<file path="src/rtl/alu_arbiter_if.sv">
// -----------------------------------------------------------------------------
// alu_arbiter_if
//   Bundles the two requester channels, the shared response channel and the
//   ALU-facing signals of alu_arbiter.
//
//   Requester side (per requester x = 0/1):
//     reqx_valid / reqx_rs1 / reqx_rs2 / reqx_op   requester -> arbiter
//     reqx_ready                                   arbiter -> requester
//   Response side:
//     resp0_valid / resp1_valid / resp_data        arbiter -> requesters
//     resp0_ready / resp1_ready                    requesters -> arbiter
//   ALU side:
//     alu_rs1 / alu_rs2 / alu_op                   arbiter -> ALU
//     alu_rd                                       ALU -> arbiter (registered)
//
//   modport slave  : the arbiter
//   modport master : the environment (requesters plus the ALU)
// -----------------------------------------------------------------------------
interface alu_arbiter_if #(
    parameter int W   = 32,
    parameter int OPW = 5
);
    logic           req0_valid;
    logic [W-1:0]   req0_rs1;
    logic [W-1:0]   req0_rs2;
    logic [OPW-1:0] req0_op;
    logic           req0_ready;

    logic           req1_valid;
    logic [W-1:0]   req1_rs1;
    logic [W-1:0]   req1_rs2;
    logic [OPW-1:0] req1_op;
    logic           req1_ready;

    logic           resp0_valid;
    logic           resp0_ready;
    logic           resp1_valid;
    logic           resp1_ready;
    logic [W-1:0]   resp_data;

    logic [W-1:0]   alu_rs1;
    logic [W-1:0]   alu_rs2;
    logic [OPW-1:0] alu_op;
    logic [W-1:0]   alu_rd;

    modport slave (
        input  req0_valid, req0_rs1, req0_rs2, req0_op,
        output req0_ready,
        input  req1_valid, req1_rs1, req1_rs2, req1_op,
        output req1_ready,
        output resp0_valid, resp1_valid, resp_data,
        input  resp0_ready, resp1_ready,
        output alu_rs1, alu_rs2, alu_op,
        input  alu_rd
    );

    modport master (
        output req0_valid, req0_rs1, req0_rs2, req0_op,
        input  req0_ready,
        output req1_valid, req1_rs1, req1_rs2, req1_op,
        input  req1_ready,
        input  resp0_valid, resp1_valid, resp_data,
        output resp0_ready, resp1_ready,
        input  alu_rs1, alu_rs2, alu_op,
        output alu_rd
    );
endinterface

</file>
<file path="src/rtl/alu_arbiter.sv">
// -----------------------------------------------------------------------------
// alu_arbiter
//   Shares one registered ALU (result on alu_rd one CLK after the operands)
//   between requester 0 (execute stage) and requester 1 (address/branch-target
//   unit). Round-robin grant on ties, valid/ready on both the request and the
//   response side, and a single-entry hold register that parks a result whose
//   owner is not ready so the ALU register is never overwritten while unread.
//
//   Ports:
//     CLK  clock
//     RST  synchronous active-high reset
//     bus  alu_arbiter_if.slave: both request channels, the shared response
//          channel (resp0_valid/resp1_valid/resp_data with per-owner ready)
//          and the ALU operand/opcode outputs plus the ALU result input.
// -----------------------------------------------------------------------------
module alu_arbiter #(
    parameter int W   = 32,
    parameter int OPW = 5
) (
    input  logic         CLK,
    input  logic         RST,
    alu_arbiter_if.slave bus
);
    typedef enum logic {
        REQ0 = 1'b0,
        REQ1 = 1'b1
    } req_id_e;

    // Arbitration history: the requester that won the most recent grant.
    req_id_e      last_grant;

    // Op issued last cycle; its result is on alu_rd this cycle.
    logic         infl_v;
    req_id_e      infl_id;

    // Parked result waiting for its owner to accept it.
    logic         hold_v;
    req_id_e      hold_id;
    logic [W-1:0] hold_data;

    logic         resp_v;
    req_id_e      resp_id;
    logic         resp_acc;
    logic         infl_ready;
    logic         stall;
    logic         hold_load;
    logic         grant_any;
    req_id_e      grant_id;

    // -------------------------------------------------------------------------
    // Response select: a parked result always goes out before anything else.
    // The result of an op caught by reset is never presented.
    // -------------------------------------------------------------------------
    always_comb begin
        // NOTE: every output of this block is given a default before any
        // branch, so no path leaves it unassigned and no latch is inferred.
        resp_v        = 1'b0;
        resp_id       = REQ0;
        bus.resp_data = '0;
        if (!RST) begin
            if (hold_v) begin
                resp_v        = 1'b1;
                resp_id       = hold_id;
                bus.resp_data = hold_data;
            end else if (infl_v) begin
                resp_v        = 1'b1;
                resp_id       = infl_id;
                bus.resp_data = bus.alu_rd;
            end
        end
    end

    assign bus.resp0_valid = resp_v && (resp_id == REQ0);
    assign bus.resp1_valid = resp_v && (resp_id == REQ1);

    // A ready from a requester that has no valid response is ignored.
    assign resp_acc = (bus.resp0_valid && bus.resp0_ready) ||
                      (bus.resp1_valid && bus.resp1_ready);

    // Ready of whichever requester owns the in-flight result.
    assign infl_ready = (infl_id == REQ1) ? bus.resp1_ready : bus.resp0_ready;

    // A new op may issue only if the ALU register will be free to take it:
    // nothing is parked, and any in-flight result leaves this cycle. When a
    // parked result drains there is deliberately no issue in the same cycle.
    assign stall = hold_v || (infl_v && !infl_ready);

    // In-flight result not taken this cycle: park it.
    assign hold_load = infl_v && !hold_v && !resp_acc;

    // -------------------------------------------------------------------------
    // Grant: a lone requester wins outright; on a tie the requester that did
    // not win last time goes first.
    // -------------------------------------------------------------------------
    always_comb begin
        grant_any = 1'b0;
        grant_id  = REQ0;
        if (!RST && !stall) begin
            case ({bus.req1_valid, bus.req0_valid})
                2'b01: begin
                    grant_any = 1'b1;
                    grant_id  = REQ0;
                end
                2'b10: begin
                    grant_any = 1'b1;
                    grant_id  = REQ1;
                end
                2'b11: begin
                    grant_any = 1'b1;
                    grant_id  = (last_grant == REQ0) ? REQ1 : REQ0;
                end
                default: begin
                    grant_any = 1'b0;
                    grant_id  = REQ0;
                end
            endcase
        end
    end

    assign bus.req0_ready = grant_any && (grant_id == REQ0);
    assign bus.req1_ready = grant_any && (grant_id == REQ1);

    // ALU inputs follow the winner; zero when idle so the ALU sees quiet
    // inputs (its output is ignored anyway because infl_v stays low).
    always_comb begin
        bus.alu_rs1 = '0;
        bus.alu_rs2 = '0;
        bus.alu_op  = '0;
        if (grant_any) begin
            if (grant_id == REQ1) begin
                bus.alu_rs1 = bus.req1_rs1;
                bus.alu_rs2 = bus.req1_rs2;
                bus.alu_op  = bus.req1_op;
            end else begin
                bus.alu_rs1 = bus.req0_rs1;
                bus.alu_rs2 = bus.req0_rs2;
                bus.alu_op  = bus.req0_op;
            end
        end
    end

    // -------------------------------------------------------------------------
    // Control state
    // -------------------------------------------------------------------------
    always_ff @(posedge CLK) begin
        // NOTE: state is updated with non-blocking assignments so every
        // register samples the pre-edge values, regardless of statement order.
        if (RST) begin
            last_grant <= REQ1;
            infl_v     <= 1'b0;
            infl_id    <= REQ0;
            hold_v     <= 1'b0;
            hold_id    <= REQ0;
        end else begin
            infl_v <= grant_any;
            if (grant_any) begin
                infl_id    <= grant_id;
                last_grant <= grant_id;
            end
            if (hold_load) begin
                hold_v  <= 1'b1;
                hold_id <= infl_id;
            end else if (hold_v && resp_acc) begin
                hold_v <= 1'b0;
            end
        end
    end

    // NOTE: the hold data register has no reset; it is only ever observed
    // while hold_v is set, and hold_v is cleared by reset.
    always_ff @(posedge CLK) begin
        if (!RST && hold_load) begin
            hold_data <= bus.alu_rd;
        end
    end

endmodule

</file>
<file path="src/flat_wrapper.sv">
// flat-port wrapper written by rule: the top's interface ports become plain ports
module alu_arbiter_flat 
#(
    parameter int W   = 32,
    parameter int OPW = 5
)
  (CLK, RST, bus_req0_valid, bus_req0_rs1, bus_req0_rs2, bus_req0_op, bus_req0_ready, bus_req1_valid, bus_req1_rs1, bus_req1_rs2, bus_req1_op, bus_req1_ready, bus_resp0_valid, bus_resp1_valid, bus_resp_data, bus_resp0_ready, bus_resp1_ready, bus_alu_rs1, bus_alu_rs2, bus_alu_op, bus_alu_rd);
  alu_arbiter_if #(.W(W), .OPW(OPW)) bus_i ();
  input  logic CLK;
  input  logic RST;
  input wire logic [$bits(bus_i.req0_valid)-1:0] bus_req0_valid;
  input wire logic [$bits(bus_i.req0_rs1)-1:0] bus_req0_rs1;
  input wire logic [$bits(bus_i.req0_rs2)-1:0] bus_req0_rs2;
  input wire logic [$bits(bus_i.req0_op)-1:0] bus_req0_op;
  output wire logic [$bits(bus_i.req0_ready)-1:0] bus_req0_ready;
  input wire logic [$bits(bus_i.req1_valid)-1:0] bus_req1_valid;
  input wire logic [$bits(bus_i.req1_rs1)-1:0] bus_req1_rs1;
  input wire logic [$bits(bus_i.req1_rs2)-1:0] bus_req1_rs2;
  input wire logic [$bits(bus_i.req1_op)-1:0] bus_req1_op;
  output wire logic [$bits(bus_i.req1_ready)-1:0] bus_req1_ready;
  output wire logic [$bits(bus_i.resp0_valid)-1:0] bus_resp0_valid;
  output wire logic [$bits(bus_i.resp1_valid)-1:0] bus_resp1_valid;
  output wire logic [$bits(bus_i.resp_data)-1:0] bus_resp_data;
  input wire logic [$bits(bus_i.resp0_ready)-1:0] bus_resp0_ready;
  input wire logic [$bits(bus_i.resp1_ready)-1:0] bus_resp1_ready;
  output wire logic [$bits(bus_i.alu_rs1)-1:0] bus_alu_rs1;
  output wire logic [$bits(bus_i.alu_rs2)-1:0] bus_alu_rs2;
  output wire logic [$bits(bus_i.alu_op)-1:0] bus_alu_op;
  input wire logic [$bits(bus_i.alu_rd)-1:0] bus_alu_rd;
  assign bus_i.req0_valid = bus_req0_valid;
  assign bus_i.req0_rs1 = bus_req0_rs1;
  assign bus_i.req0_rs2 = bus_req0_rs2;
  assign bus_i.req0_op = bus_req0_op;
  assign bus_req0_ready = bus_i.req0_ready;
  assign bus_i.req1_valid = bus_req1_valid;
  assign bus_i.req1_rs1 = bus_req1_rs1;
  assign bus_i.req1_rs2 = bus_req1_rs2;
  assign bus_i.req1_op = bus_req1_op;
  assign bus_req1_ready = bus_i.req1_ready;
  assign bus_resp0_valid = bus_i.resp0_valid;
  assign bus_resp1_valid = bus_i.resp1_valid;
  assign bus_resp_data = bus_i.resp_data;
  assign bus_i.resp0_ready = bus_resp0_ready;
  assign bus_i.resp1_ready = bus_resp1_ready;
  assign bus_alu_rs1 = bus_i.alu_rs1;
  assign bus_alu_rs2 = bus_i.alu_rs2;
  assign bus_alu_op = bus_i.alu_op;
  assign bus_i.alu_rd = bus_alu_rd;
  alu_arbiter #(.W(W), .OPW(OPW)) u_core (.CLK(CLK), .RST(RST), .bus(bus_i));
endmodule
</file>
<file path="config.mk">
export PLATFORM = sky130hd
export DESIGN_NAME = alu_arbiter_flat
export DESIGN_NICKNAME = d
export VERILOG_FILES = /design/src/rtl/alu_arbiter_if.sv /design/src/rtl/alu_arbiter.sv /design/src/flat_wrapper.sv
export SDC_FILE = /design/constraint.sdc
export NUM_CORES = 1
export LEC_CHECK = 0
export BUFFER_PORTS_ARGS = -buffer_cell sky130_fd_sc_hd__buf_2
export CORE_AREA = 2 2 107 109
export CTS_BUF_LIST = sky130_fd_sc_hd__clkbuf_4 sky130_fd_sc_hd__clkbuf_8
export DETAILED_ROUTE_END_ITERATION = 12
export DIE_AREA = 0 0 109 111
export PLACE_DENSITY = 0.6
export SYNTH_ARGS = -nofsm -noshare
export SYNTH_HDL_FRONTEND = slang
export SYNTH_SLANG_ARGS = --single-unit
</file>
<file path="constraint.sdc">
create_clock -name CLK -period 3.6 [get_ports CLK]
set_input_delay 0.36 -clock CLK [delete_from_list [all_inputs] [get_ports CLK]]
set_output_delay 0.36 -clock CLK [all_outputs]
set_load 0.01 [all_outputs]
</file>
==> results of run 1 <==
-- how the worst max path moves through the flow --
stage,from,end,slack (ns),cells after the start
after floorplan,RST,u_core.hold_data[0],1.29,4
after global placement,u_core.hold_v,u_core.hold_data[17],1.04,5
after detailed placement,RST,u_core.hold_data[2],0.96,5
after CTS,u_core.hold_v,bus_alu_rs1[2],0.92,4
after global routing,u_core.hold_v,bus_alu_rs1[21],0.76,4
final,u_core.hold_v,bus_alu_rs1[2],0.96,4
-- sequential cells by signal, summed over array words and instances, names as in the netlist --
name / cells
u_core.infl_v: 1
u_core.last_grant: 1
u_core.hold_v: 1
u_core.hold_id: 1
u_core.infl_id: 1
u_core.hold_data: 32
-- per-layer routing --
layer,part of all wire [%],vias up,global-route usage (%)
li1,-,1872,-
met2,49,182,31.3
met1,40,1738,22.9
met4,1.7,2,4.96
met3,9.0,14,4.00
met5,0.11,-,0
-- layout by cell type (no fill, tap or decap), types with 2 or more instances in the layout --
master	synthesis	routed
clkbuf_8	0	5
nand3_1	66	66
a21oi_1	52	52
inv_1	5	5
mux2i_1	2	2
buf_2	11	280
dfxtp_1	5	5
a221oi_1	2	2
a22oi_1	31	31
diode_2	0	2
nand2b_1	3	3
buf_12	0	4
nor2_1	35	35
a21oi_2	22	21
edfxtp_1	32	32
nand2_1	79	77
clkinv_2	0	2
nand2_2	0	2
buf_4	1	4
-- power breakdown --
group / internal (uW) / total [uW] / switching [uW]
Clock: 133 / 274 / 140
Sequential: 489 / 504 / 15.2
Combinational: 219 / 511 / 293
-- cells by family after synthesis --
logic type | synth area share, %
compound gates | 25.8
mux | 0.700
buf+inv | 7.70
flops | 37.1
simple gates | 28.7
-- per-stage QoR --
stage	hold WS (ns)	worst slack [ns]	area, sq um	utilization [%]
2_1_floorplan	0.443	1.29	2860	-
5_1_grt	0.256	0.763	4460	40.2
3_5_place_dp	0.468	0.962	4360	39.4
4_1_cts	0.258	0.924	4450	40.2
6_report	0.267	0.957	4460	40.2
3_3_place_gp	0.459	1.04	4360	39.4
-- layout make-up --
cell class                 count  area share [%]
clock buffer                   5            1.54
tap                          143            4.02
inverter                       5           0.421
timing repair buffer         288            33.9
antenna                        2           0.112
clock inverter                 3           0.393
sequential                    37            23.8
multi-input combinational    302            35.8
==> qor.tcl, run 1 <==
set qor(cts_tree) {done}
set qor(setup.reg_to_reg.worst_slack_ns) 0.98
set qor(synthDistinctLibCells) 27
set qor(drt-pass1-iter-count) 5
set qor(rsz0062_at_grt) {no}
set qor(worstHoldStart) {bus_alu_rd[28]}
set qor(dr_total_vias) 3808
set qor(cp.buffers_inverters) 2
set qor(power_per_cell_area_nw_per_um2) 289
set qor(postSynthCellCount) 385
set qor(yosysWarnings) 0
set qor(cp_slowest_cell) {dfxtp_1}
set qor(multi_input_comb_area_sq_um) 1590
set qor(slowest_delay_ns) 0.78
set qor(crit_chain) {a211o_2 -> buf_4 -> a21oi_1 -> buf_2}
set qor(leakagePower_uw) 0.00222
set qor(maxSlewViolCount) 0
set qor(worst_r2r_path_depth) 5
set qor(place.detailed.instances) 775
set qor(worstMarginPinSlew_ns) 0.724
set qor(grt_first_pass_wirelength_mm) 17.8
set qor(first_iter_violations) 201
set qor(ir_worst_vdd_v) 0.000217
set qor(hold_viol) 0
set qor(crit_required_ns) 3.24
set qor(clock_pin_slew_reported_for_the_worst_setup_and_hold_paths_after_clock_tree_synthesis_ns) 0.07
set qor(synth.cells.most_frequent) {nand2_1 (79), nand3_1 (66), a21oi_1 (52)}
set qor(timing.final.crit_share_pct) 73.4
set qor(final.setup.tns_ns) 0
set qor(synthesis.area_per_instance_sq_um) 7.43
set qor(finalNonFillerCells) 785
set qor(width_of_the_die_um) 109
set qor(worstHoldPathCells) 1
set qor(criticalPathCategory) {reg2out}
set qor(max_slew_margin_vs_limit_pct) 51.7
set qor(finalSetupViolations) 0
set qor(grt_remaining_overflow) 0
set qor(max-clock-path-buffers) 2
set qor(min_delay_worst_endpoint) {u_core.hold_data[28]}
set qor(number_of_global_route_vias_before_repair) 3638
set qor(globalRouteTotalUtil_pct) 18.3
set qor(design.portCount) 281
set qor(post-synth-top-count-cell) {nand2_1}
set qor(cts.repair_timing.setup_buffer_count) 0
set qor(final_period_minus_worst_setup_slack_ns) 2.64
set qor(tritoncts_num_sinks) 37
set qor(syn-cell-area_sq_um) 2860
set qor(cap_viol_max_count) 0
set qor(postCtsHoldBufs) 0
set qor(die_area_sq_um) 12100
set qor(cts_root_buf) {clkbuf_8}
set qor(worstSkewPairLatency_ns) 0.28
set qor(post_dr_wirelength_cell_um) 14.8
set qor(numCtsBuffers) 5
set qor(port_buffers) 280
set qor(critPathMaxFanout) 27
set qor(placeableCoreArea_sq_um) 11100
set qor(finalNetCount) 815
set qor(via_per_inst) 4.85
set qor(ant_nets_after_route) 0
set qor(hpwl_mm) 9.08
set qor(placementRows) 39
set qor(final_wirelength_mm) 11.6
set qor(synthDominantAreaCellType) {edfxtp_1}
set qor(drive_above_1_share_pct) 50.5
set qor(drc) 0
set qor(routabilityCongestion) 0.875
set qor(post_cts_resize_count) 0
set qor(timing.critical_path.arrival_ns) 2.28
set qor(cpLargestDelayFamily) {flip-flops}
set qor(startpoint_type) {flip-flop}
set qor(sequential_cell_area_sq_um) 1060
set qor(yosys_most_used_dff) {edfxtp_1}
set qor(cp-end-kind) {output pin}
set qor(synth.ff_latch_count) 37
set qor(biggest_area_contributors_in_the_synthesized_netlist) {edfxtp_1 (34%), nand3_1 (12%), nand2_1 (10%)}
set qor(cts-htree-levels) 2
set qor(timing.fmax_ghz) 0.378
set qor(die_height_um) 111
set qor(outcome) {complete, no violations}
set qor(grt_antenna_before_repair) 3
set qor(rr_endpoint) {u_core.hold_data[4]}
set qor(async_reset_ff_share_pct) 0
set qor(worstHoldPathType) {in2reg}
set qor(r2r-start) {u_core.hold_v}
set qor(initial_core_util_pct) 25.8
set qor(synthesis.nets) 561
set qor(area_added_between_synthesis_and_finish_pct) 55.8
set qor(power_total_uw) 1290
set qor(synth_enable_flop_cells) 32
set qor(maximum_number_of_pins_on_one_net_before_global_route_repair) 57
set qor(num-fill-cells) 1171
set qor(yosys.area.top_type_share_pct) 33.6
set qor(seq_area_frac_synth_pct) 37.1
set qor(skew_ns) 0.00492
(Power assumes the default switching activity.)
==> run 2: changes to the inputs <==
--- a/config.mk
+++ b/config.mk
@@ -5,12 +5,13 @@
 export SDC_FILE = /design/constraint.sdc
 export NUM_CORES = 1
 export LEC_CHECK = 0
+export ABC_AREA = 1
 export BUFFER_PORTS_ARGS = -buffer_cell sky130_fd_sc_hd__buf_2
-export CORE_AREA = 2 2 107 109
+export CORE_AREA = 2 2 108 110
 export CTS_BUF_LIST = sky130_fd_sc_hd__clkbuf_4 sky130_fd_sc_hd__clkbuf_8
 export DETAILED_ROUTE_END_ITERATION = 12
-export DIE_AREA = 0 0 109 111
-export PLACE_DENSITY = 0.6
+export DIE_AREA = 0 0 110 112
+export PLACE_DENSITY = 0.56
 export SYNTH_ARGS = -nofsm -noshare
 export SYNTH_HDL_FRONTEND = slang
 export SYNTH_SLANG_ARGS = --single-unit
==> constraint.sdc (replaced) <==
create_clock -name CLK -period 2.5 [get_ports CLK]
set_input_delay 0.25 -clock CLK [delete_from_list [all_inputs] [get_ports CLK]]
set_output_delay 0.25 -clock CLK [all_outputs]
set_load 0.01 [all_outputs]
==> run 2 against run 1 <==
Effect of this change: register-to-register slack worse by 0.40 ns; cell count is 4.6% higher; routed wire length down 10%; clock power up 99%; core utilization decreased by 2.2 points; setup slack lost 0.77 ns; hold slack got worse by 0.12 ns; die area is 1.8% higher; sequential share of layout area up 1.2 points; highest routed layer is now met4.
==> qor.tcl, run 2 <==
set qor(finalSetupViolations) 0 ;# unchanged
set qor(initial_core_util_pct) 23.3 ;# -2.5 points
set qor(worst_setup_slack_after_placement_ns) 0.492 ;# -0.470 ns
set qor(synth_enable_flop_cells) 32 ;# unchanged
set qor(grt_first_pass_wirelength_mm) 15.0 ;# -15%
set qor(ir_worst_vdd_v) 0.000468 ;# +120%
set qor(grt_remaining_overflow) 0 ;# unchanged
set qor(cts_root_buf) {clkbuf_8}
set qor(tritoncts_num_sinks) 37 ;# unchanged
set qor(async_reset_ff_share_pct) 0 ;# unchanged
set qor(die_height_um) 112 ;# +0.90%
set qor(drive_above_1_share_pct) 44.8 ;# -5.6 points
set qor(synthesis.nets) 583 ;# +3.9%
set qor(worst_slack_ns) 0.184 ;# -0.773 ns
set qor(skew_ns) 0.00695 ;# +0.00204 ns
set qor(max-clock-path-buffers) 2 ;# unchanged
set qor(drt-pass1-iter-count) 4 ;# -1
set qor(place.detailed.instances) 813 ;# +4.9%
set qor(worstSkewPairLatency_ns) 0.28 ;# about the same
set qor(routabilityCongestion) 0.950 ;# +8.6%
set qor(criticalPathCategory) {reg2out}
set qor(globalRouteTotalUtil_pct) 15.3 ;# -3.0 points
set qor(post_cts_resize_count) 0 ;# unchanged
set qor(outcome) {complete, no violations}
set qor(startpoint_type) {flip-flop}
set qor(cts-htree-levels) 2 ;# unchanged
set qor(critPathMaxFanout) 70 ;# +160%
set qor(design.portCount) 281 ;# unchanged
set qor(cap_viol_max_count) 0 ;# unchanged
set qor(num-fill-cells) 1220 ;# +4.2%
set qor(numCtsBuffers) 5 ;# unchanged
set qor(via_per_inst) 4.27 ;# -12%
set qor(yosysWarnings) 0 ;# unchanged
set qor(synthesis.area_per_instance_sq_um) 6.39 ;# -14%
set qor(hold_viol) 0 ;# unchanged
set qor(placementRows) 39 ;# unchanged
set qor(first_iter_violations) 220 ;# +9.5%
set qor(timing.fmax_ghz) 0.432
set qor(timing.critical_path.arrival_ns) 2.07 ;# -0.21 ns
set qor(n_antenna_cell) 0 ;# -2
set qor(area_added_between_synthesis_and_finish_pct) 63.3
set qor(final_period_minus_worst_setup_slack_ns) 2.32
set qor(hpwl_mm) 8.50 ;# -6.3%
set qor(final_wirelength_mm) 10.4 ;# -10%
set qor(die_area_sq_um) 12300 ;# +1.8%
set qor(max_slew_margin_vs_limit_pct) 55.5 ;# +3.8 points
set qor(postSynthCellCount) 407 ;# +5.7%
set qor(dr_total_vias) 3503 ;# -8.0%
set qor(timing.final.crit_share_pct) 92.6
set qor(regMostFlops) {u_core.hold_data}
set qor(finalNetCount) 853 ;# +4.7%
set qor(crit_required_ns) 2.25 ;# -0.99 ns
set qor(grt_antenna_before_repair) 0 ;# -3
set qor(biggest_area_contributors_in_the_synthesized_netlist) {nand2_1 (40%), edfxtp_1 (37%), a21oi_1 (6.3%)}
set qor(synthDistinctLibCells) 19 ;# -30%
set qor(rsz0062_at_grt) {no}
set qor(leakagePower_uw) 0.00247 ;# +11%
set qor(width_of_the_die_um) 110 ;# +0.92%
set qor(synth.ff_latch_count) 37 ;# unchanged
set qor(synth.cells.most_frequent) {nand2_1 (275), a21oi_1 (33), edfxtp_1 (32)}
set qor(post_dr_wirelength_cell_um) 12.7 ;# -14%
set qor(power_per_cell_area_nw_per_um2) 462 ;# +60%
set qor(post-synth-top-count-cell) {nand2_1}
set qor(drc) 0 ;# unchanged
set qor(placeableCoreArea_sq_um) 11200 ;# +0.88%
set qor(worstHoldPathType) {in2reg}
set qor(yosys.area.top_type_share_pct) 39.7 ;# +6.1 points
set qor(cts.repair_timing.setup_buffer_count) 0 ;# unchanged
set qor(syn-cell-area_sq_um) 2600 ;# -9.0%
set qor(postCtsHoldBufs) 0 ;# unchanged
set qor(port_buffers) 280 ;# unchanged
set qor(most_common_cell_after_layout_fill_and_taps_aside) {buf_2}
set qor(yosys_most_used_dff) {edfxtp_1}
set qor(final.setup.tns_ns) 0 ;# unchanged
set qor(ant_nets_after_route) 0 ;# unchanged
set qor(final.hold.worst_slack_ns) 0.152 ;# -0.116 ns
set qor(most_used_cells_in_the_layout_excluding_fill_and_tap_cells) {buf_2 (280), nand2_1 (275), a21oi_1 (33)}
set qor(clock_pin_slew_reported_for_the_worst_setup_and_hold_paths_after_clock_tree_synthesis_ns) 0.07 ;# about the same
set qor(cts_tree) {done}
set qor(number_of_global_route_vias_before_repair) 3163 ;# -13%
set qor(largest_register_ff_count) 32 ;# unchanged
set qor(synthDominantAreaCellType) {nand2_1}
set qor(seq_area_frac_synth_pct) 40.8 ;# +3.7 points
set qor(maximum_number_of_pins_on_one_net_before_global_route_repair) 71 ;# +25%
set qor(cp-end-kind) {output pin}
set qor(worstMarginPinSlew_ns) 0.667 ;# -0.0571 ns
set qor(maxSlewViolCount) 0 ;# unchanged
set qor(finalNonFillerCells) 821 ;# +4.6%
[run 2: cell types whose count changed in the layout (fill, tap and decap cells not counted), sizes merged, moves of 4 or more]
cell / before / now
nand2b: 4 / 0
a22oi: 31 / 0
nor2: 35 / 16
a21oi: 74 / 33
nand2: 79 / 276
nand3: 66 / 7
[run 2: logic make-up (layout without fill, tap and decap cells)]
| logic type | after synthesis | in the layout | synth area share, % |
|---|---|---|---|
| buf+inv | 32 | 303 | 6.44 |
| flops | 37 | 37 | 40.8 |
| simple gates | 302 | 302 | 45.9 |
| compound gates | 36 | 36 | 6.92 |
[run 2: final timing paths]
check / startpoint / endpoint / slack [ns] / depth (start not counted)
setup / recovery: u_core.infl_id / bus_alu_op[4] / 0.18 / 8
hold / removal: bus_alu_rd[21] / u_core.hold_data[21] / 0.15 / 1
setup reg to reg: u_core.hold_v / u_core.hold_data[2] / 0.58 / 7
hold reg to reg: u_core.last_grant / u_core.last_grant / 0.46 / 2
[run 2: critical path, stage by stage (launching register included)]
cell	delay (ns)
dfxtp_1	0.39
nand2_1	0.08
nand3_2	0.11
nand2_2	0.09
nor2_8	0.10
buf_4	0.53
o21ai_0	0.16
nor2_1	0.12
buf_2	0.14
[run 2: area by class of cell]
type | count | area (sq um) | share of cell area, %
clock buffers | 7 | 90.1 | 2.12
clock inverters | 1 | 30.0 | 0.707
inverters | 7 | 26.3 | 0.618
multi-input cells | 338 | 1380 | 32.4
flip-flops and latches | 37 | 1060 | 25.0
well taps | 143 | 179 | 4.21
repair buffers | 288 | 1490 | 35.0
[run 2: through the flow]
stage,total power (uW),area (sq um),utilization (%)
final,1960,4250,38.0
after global routing,2080,4250,38.0
after CTS,1990,4250,38.0
after detailed placement,1440,4130,36.9
after global placement,1430,4130,36.9
after floorplan,1090,2610,-
[run 2: where the power goes]
part / internal, uW / leakage, uW / switching [uW] / total [uW]
logic: 294 / 0.00208 / 404 / 698
registers: 707 / 0.000334 / 12.4 / 719
clock network: 336 / 0.0000619 / 208 / 544
total: 1340 / 0.00247 / 624 / 1960
[run 2: metal layers]
layer	vias up	wire length (um)	share of wire, %	global-route usage (%)
li1	1811	-	-	-
met1	1512	4270	41	19.3
met2	167	4990	48	26.0
met3	13	1010	9.7	3.45
met4	0	168	1.6	4.30
met5	-	0	0	0
==> run 3: changes to the inputs <==
--- a/config.mk
+++ b/config.mk
@@ -11,6 +11,7 @@
 export CTS_BUF_LIST = sky130_fd_sc_hd__clkbuf_4 sky130_fd_sc_hd__clkbuf_8
 export DETAILED_ROUTE_END_ITERATION = 12
 export DIE_AREA = 0 0 110 112
+export GPL_TIMING_DRIVEN = 0
 export PLACE_DENSITY = 0.56
 export SYNTH_ARGS = -nofsm -noshare
 export SYNTH_HDL_FRONTEND = slang
==> run 3 against run 2 <==
Effect of this change: clock skew rose by 0.00090 ns; setup slack gained 0.21 ns; global-route usage increased by 0.18 points; cell area rose by 1.4%; combinational power increased by 2%; first-iteration DRC count decreased by 41%; critical endpoint is now bus_alu_rs2[23]; sequential share of layout area down 0.36 points; die area is the same; clock power rose by 1%; non-clock buffer count rose by 17; cell count rose by 2.1%.
==> qor.tcl, run 3 (synthesis gave the netlist of run 2 again) <==
set qor(timing.fmax_ghz) 0.475 ;# +10%
set qor(cap_viol_max_count) 0 ;# unchanged
set qor(skew_ns) 0.00785 ;# +0.000900 ns
set qor(die_height_um) 112 ;# unchanged
set qor(most_common_cell_after_layout_fill_and_taps_aside) {buf_2}
set qor(switching_share_pct) 32.1 ;# +0.29 points
set qor(slowest_delay_ns) 0.39 ;# -0.14 ns
set qor(routabilityCongestion) 0.873 ;# -8.1%
set qor(drt-pass1-iter-count) 4 ;# unchanged
set qor(most_used_cells_in_the_layout_excluding_fill_and_tap_cells) {buf_2 (291), nand2_1 (275), a21oi_1 (33)}
set qor(num-fill-cells) 1245 ;# +2.0%
set qor(hold_viol) 0 ;# unchanged
set qor(die_area_sq_um) 12300 ;# unchanged
set qor(placeableCoreArea_sq_um) 11200 ;# unchanged
set qor(leakagePower_uw) 0.00252 ;# +1.9%
set qor(worstSkewPairLatency_ns) 0.29 ;# about the same
set qor(multi_input_comb_area_sq_um) 1380 ;# +0.36%
set qor(power_frac_comb_pct) 35.9 ;# +0.3 points
set qor(p_switching_uw) 636 ;# +1.9%
set qor(cts-htree-levels) 2 ;# unchanged
set qor(grt_first_pass_wirelength_mm) 15.2 ;# +1.3%
set qor(numCtsBuffers) 5 ;# unchanged
set qor(cp_slowest_cell) {dfxtp_1}
set qor(cts_root_buf) {clkbuf_8}
set qor(crit_chain) {inv_1 -> nand2_1 -> nand3_2 -> nand2_2 -> nor2_8 -> nor2_4 -> buf_6 -> buf_6 -> nand2_1 -> nand2_1 -> buf_2}
set qor(dr_total_vias) 3557 ;# +1.5%
set qor(portion_of_total_power_attributed_to_the_clock_network_pct) 27.8 ;# about the same
set qor(final_period_minus_worst_setup_slack_ns) 2.10 ;# -0.212 ns
set qor(grt_remaining_overflow) 0 ;# unchanged
set qor(place.detailed.instances) 830 ;# +2.1%
set qor(final_wirelength_mm) 10.5 ;# +0.78%
set qor(max_slew_margin_vs_limit_pct) 40.0 ;# -16 points
set qor(area_added_between_synthesis_and_finish_pct) 65.6
set qor(finalNonFillerCells) 838 ;# +2.1%
set qor(finalNetCount) 870 ;# +2.0%
set qor(globalRouteTotalUtil_pct) 15.5 ;# +0.18 points
set qor(via_per_inst) 4.24 ;# -0.52%
set qor(largest_register_ff_count) 32 ;# unchanged
set qor(cts_tree) {done}
set qor(share_seq_of_total_power_pct) 36.2 ;# -0.5 points
set qor(worstMarginPinSlew_ns) 0.898 ;# +0.231 ns
set qor(critPathMaxFanout) 10 ;# -86%
set qor(port_buffers) 280 ;# unchanged
set qor(maximum_number_of_pins_on_one_net_before_global_route_repair) 33 ;# -54%
set qor(timing.critical_path.arrival_ns) 1.85 ;# -0.22 ns
set qor(finalSetupViolations) 0 ;# unchanged
set qor(number_of_global_route_vias_before_repair) 3236 ;# +2.3%
set qor(maxSlewViolCount) 0 ;# unchanged
set qor(regMostFlops) {u_core.hold_data}
set qor(timing.final.crit_share_pct) 84.2 ;# -8.5 points
set qor(tritoncts_num_sinks) 37 ;# unchanged
set qor(placementRows) 39 ;# unchanged
set qor(hpwl_mm) 8.85 ;# +4.1%
set qor(outcome) {complete, no violations}
set qor(post_cts_resize_count) 0 ;# unchanged
set qor(grt_antenna_before_repair) 0 ;# unchanged
set qor(startpoint_type) {flip-flop}
set qor(clock_pin_slew_reported_for_the_worst_setup_and_hold_paths_after_clock_tree_synthesis_ns) 0.08 ;# about the same
set qor(p_int_uw) 1340 ;# +0.57%
set qor(rsz0062_at_grt) {no}
set qor(drc) 0 ;# unchanged
set qor(postCtsHoldBufs) 0 ;# unchanged
set qor(max-clock-path-buffers) 2 ;# unchanged
set qor(ant_nets_after_route) 0 ;# unchanged
set qor(criticalPathCategory) {reg2out}
set qor(initial_core_util_pct) 23.3 ;# unchanged
set qor(cpMostUsedCell) {nand2_1}
set qor(n_antenna_cell) 0 ;# unchanged
set qor(design.portCount) 281 ;# unchanged
set qor(sequential_cell_area_sq_um) 1060 ;# unchanged
set qor(crit_required_ns) 2.25 ;# about the same
set qor(power_per_cell_area_nw_per_um2) 460 ;# -0.44%
set qor(first_iter_violations) 130 ;# -41%
set qor(final.hold.worst_slack_ns) 0.144 ;# -0.00712 ns
set qor(ir_worst_vdd_v) 0.000322 ;# -31%
set qor(cts.repair_timing.setup_buffer_count) 0 ;# unchanged
set qor(cp-end-kind) {output pin}
set qor(drive_above_1_share_pct) 44.9 ;# +0.054 points
set qor(worstHoldPathType) {in2reg}
set qor(post_dr_wirelength_cell_um) 12.6 ;# -1.3%
set qor(width_of_the_die_um) 110 ;# unchanged
==> run 3: worst paths after layout <==
kind                                   startpoint                    to  slack [ns]  cells past startpoint
worst max-delay path               u_core.infl_id       bus_alu_rs2[23]        0.40                     11
worst min-delay path               bus_alu_rd[20]  u_core.hold_data[20]        0.14                      1
worst max register to register      u_core.hold_v  u_core.hold_data[31]        0.47                      6
worst min register to register  u_core.last_grant     u_core.last_grant        0.48                      2
==> run 3: cell type report <==
| cell class | count | share of cell area [%] |
|---|---|---|
| clock inverter | 1 | 0.697 |
| multi-input combinational | 338 | 32.0 |
| inverter | 7 | 0.610 |
| sequential | 37 | 24.6 |
| buffer | 25 | 3.28 |
| timing repair buffer | 280 | 32.5 |
| clock buffer | 7 | 2.09 |
| tap | 143 | 4.15 |
==> run 3: power groups by stage <==
stage	combinational [uW]	clock [uW]	sequential [uW]
3_5_place_dp	718	0	732
2_1_floorplan	365	0	729
5_1_grt	796	591	721
3_3_place_gp	713	0	731
6_report	712	552	718
4_1_cts	720	570	718
==> run 3: critical path: cells and delay by family (launching register included) <==
kind | cells | cell delay [ns]
buffers and inverters | 4 | 0.51
DFF | 1 | 0.39
and+or+nand+nor | 7 | 0.66
==> run 3: through the flow <==
stage / worst slack [ns] / cell area [sq um] / TNS [ns] / util (%) / total power [uW]
final: 0.396 / 4310 / 0 / 38.6 / 1980
after global routing: 0.173 / 4310 / 0 / 38.6 / 2110
after CTS: 0.333 / 4310 / 0 / 38.6 / 2010
after detailed placement: 0.358 / 4190 / 0 / 37.5 / 1450
after global placement: -0.0948 / 4190 / -2.98 / 37.5 / 1440
after floorplan: 0.458 / 2610 / 0 / - / 1090
==> run 3: routing by layer <==
metal	track usage, %	wire length, um
met4	3.63	195
met2	26.3	5000
met1	19.7	4400
met5	0	0
met3	3.63	925
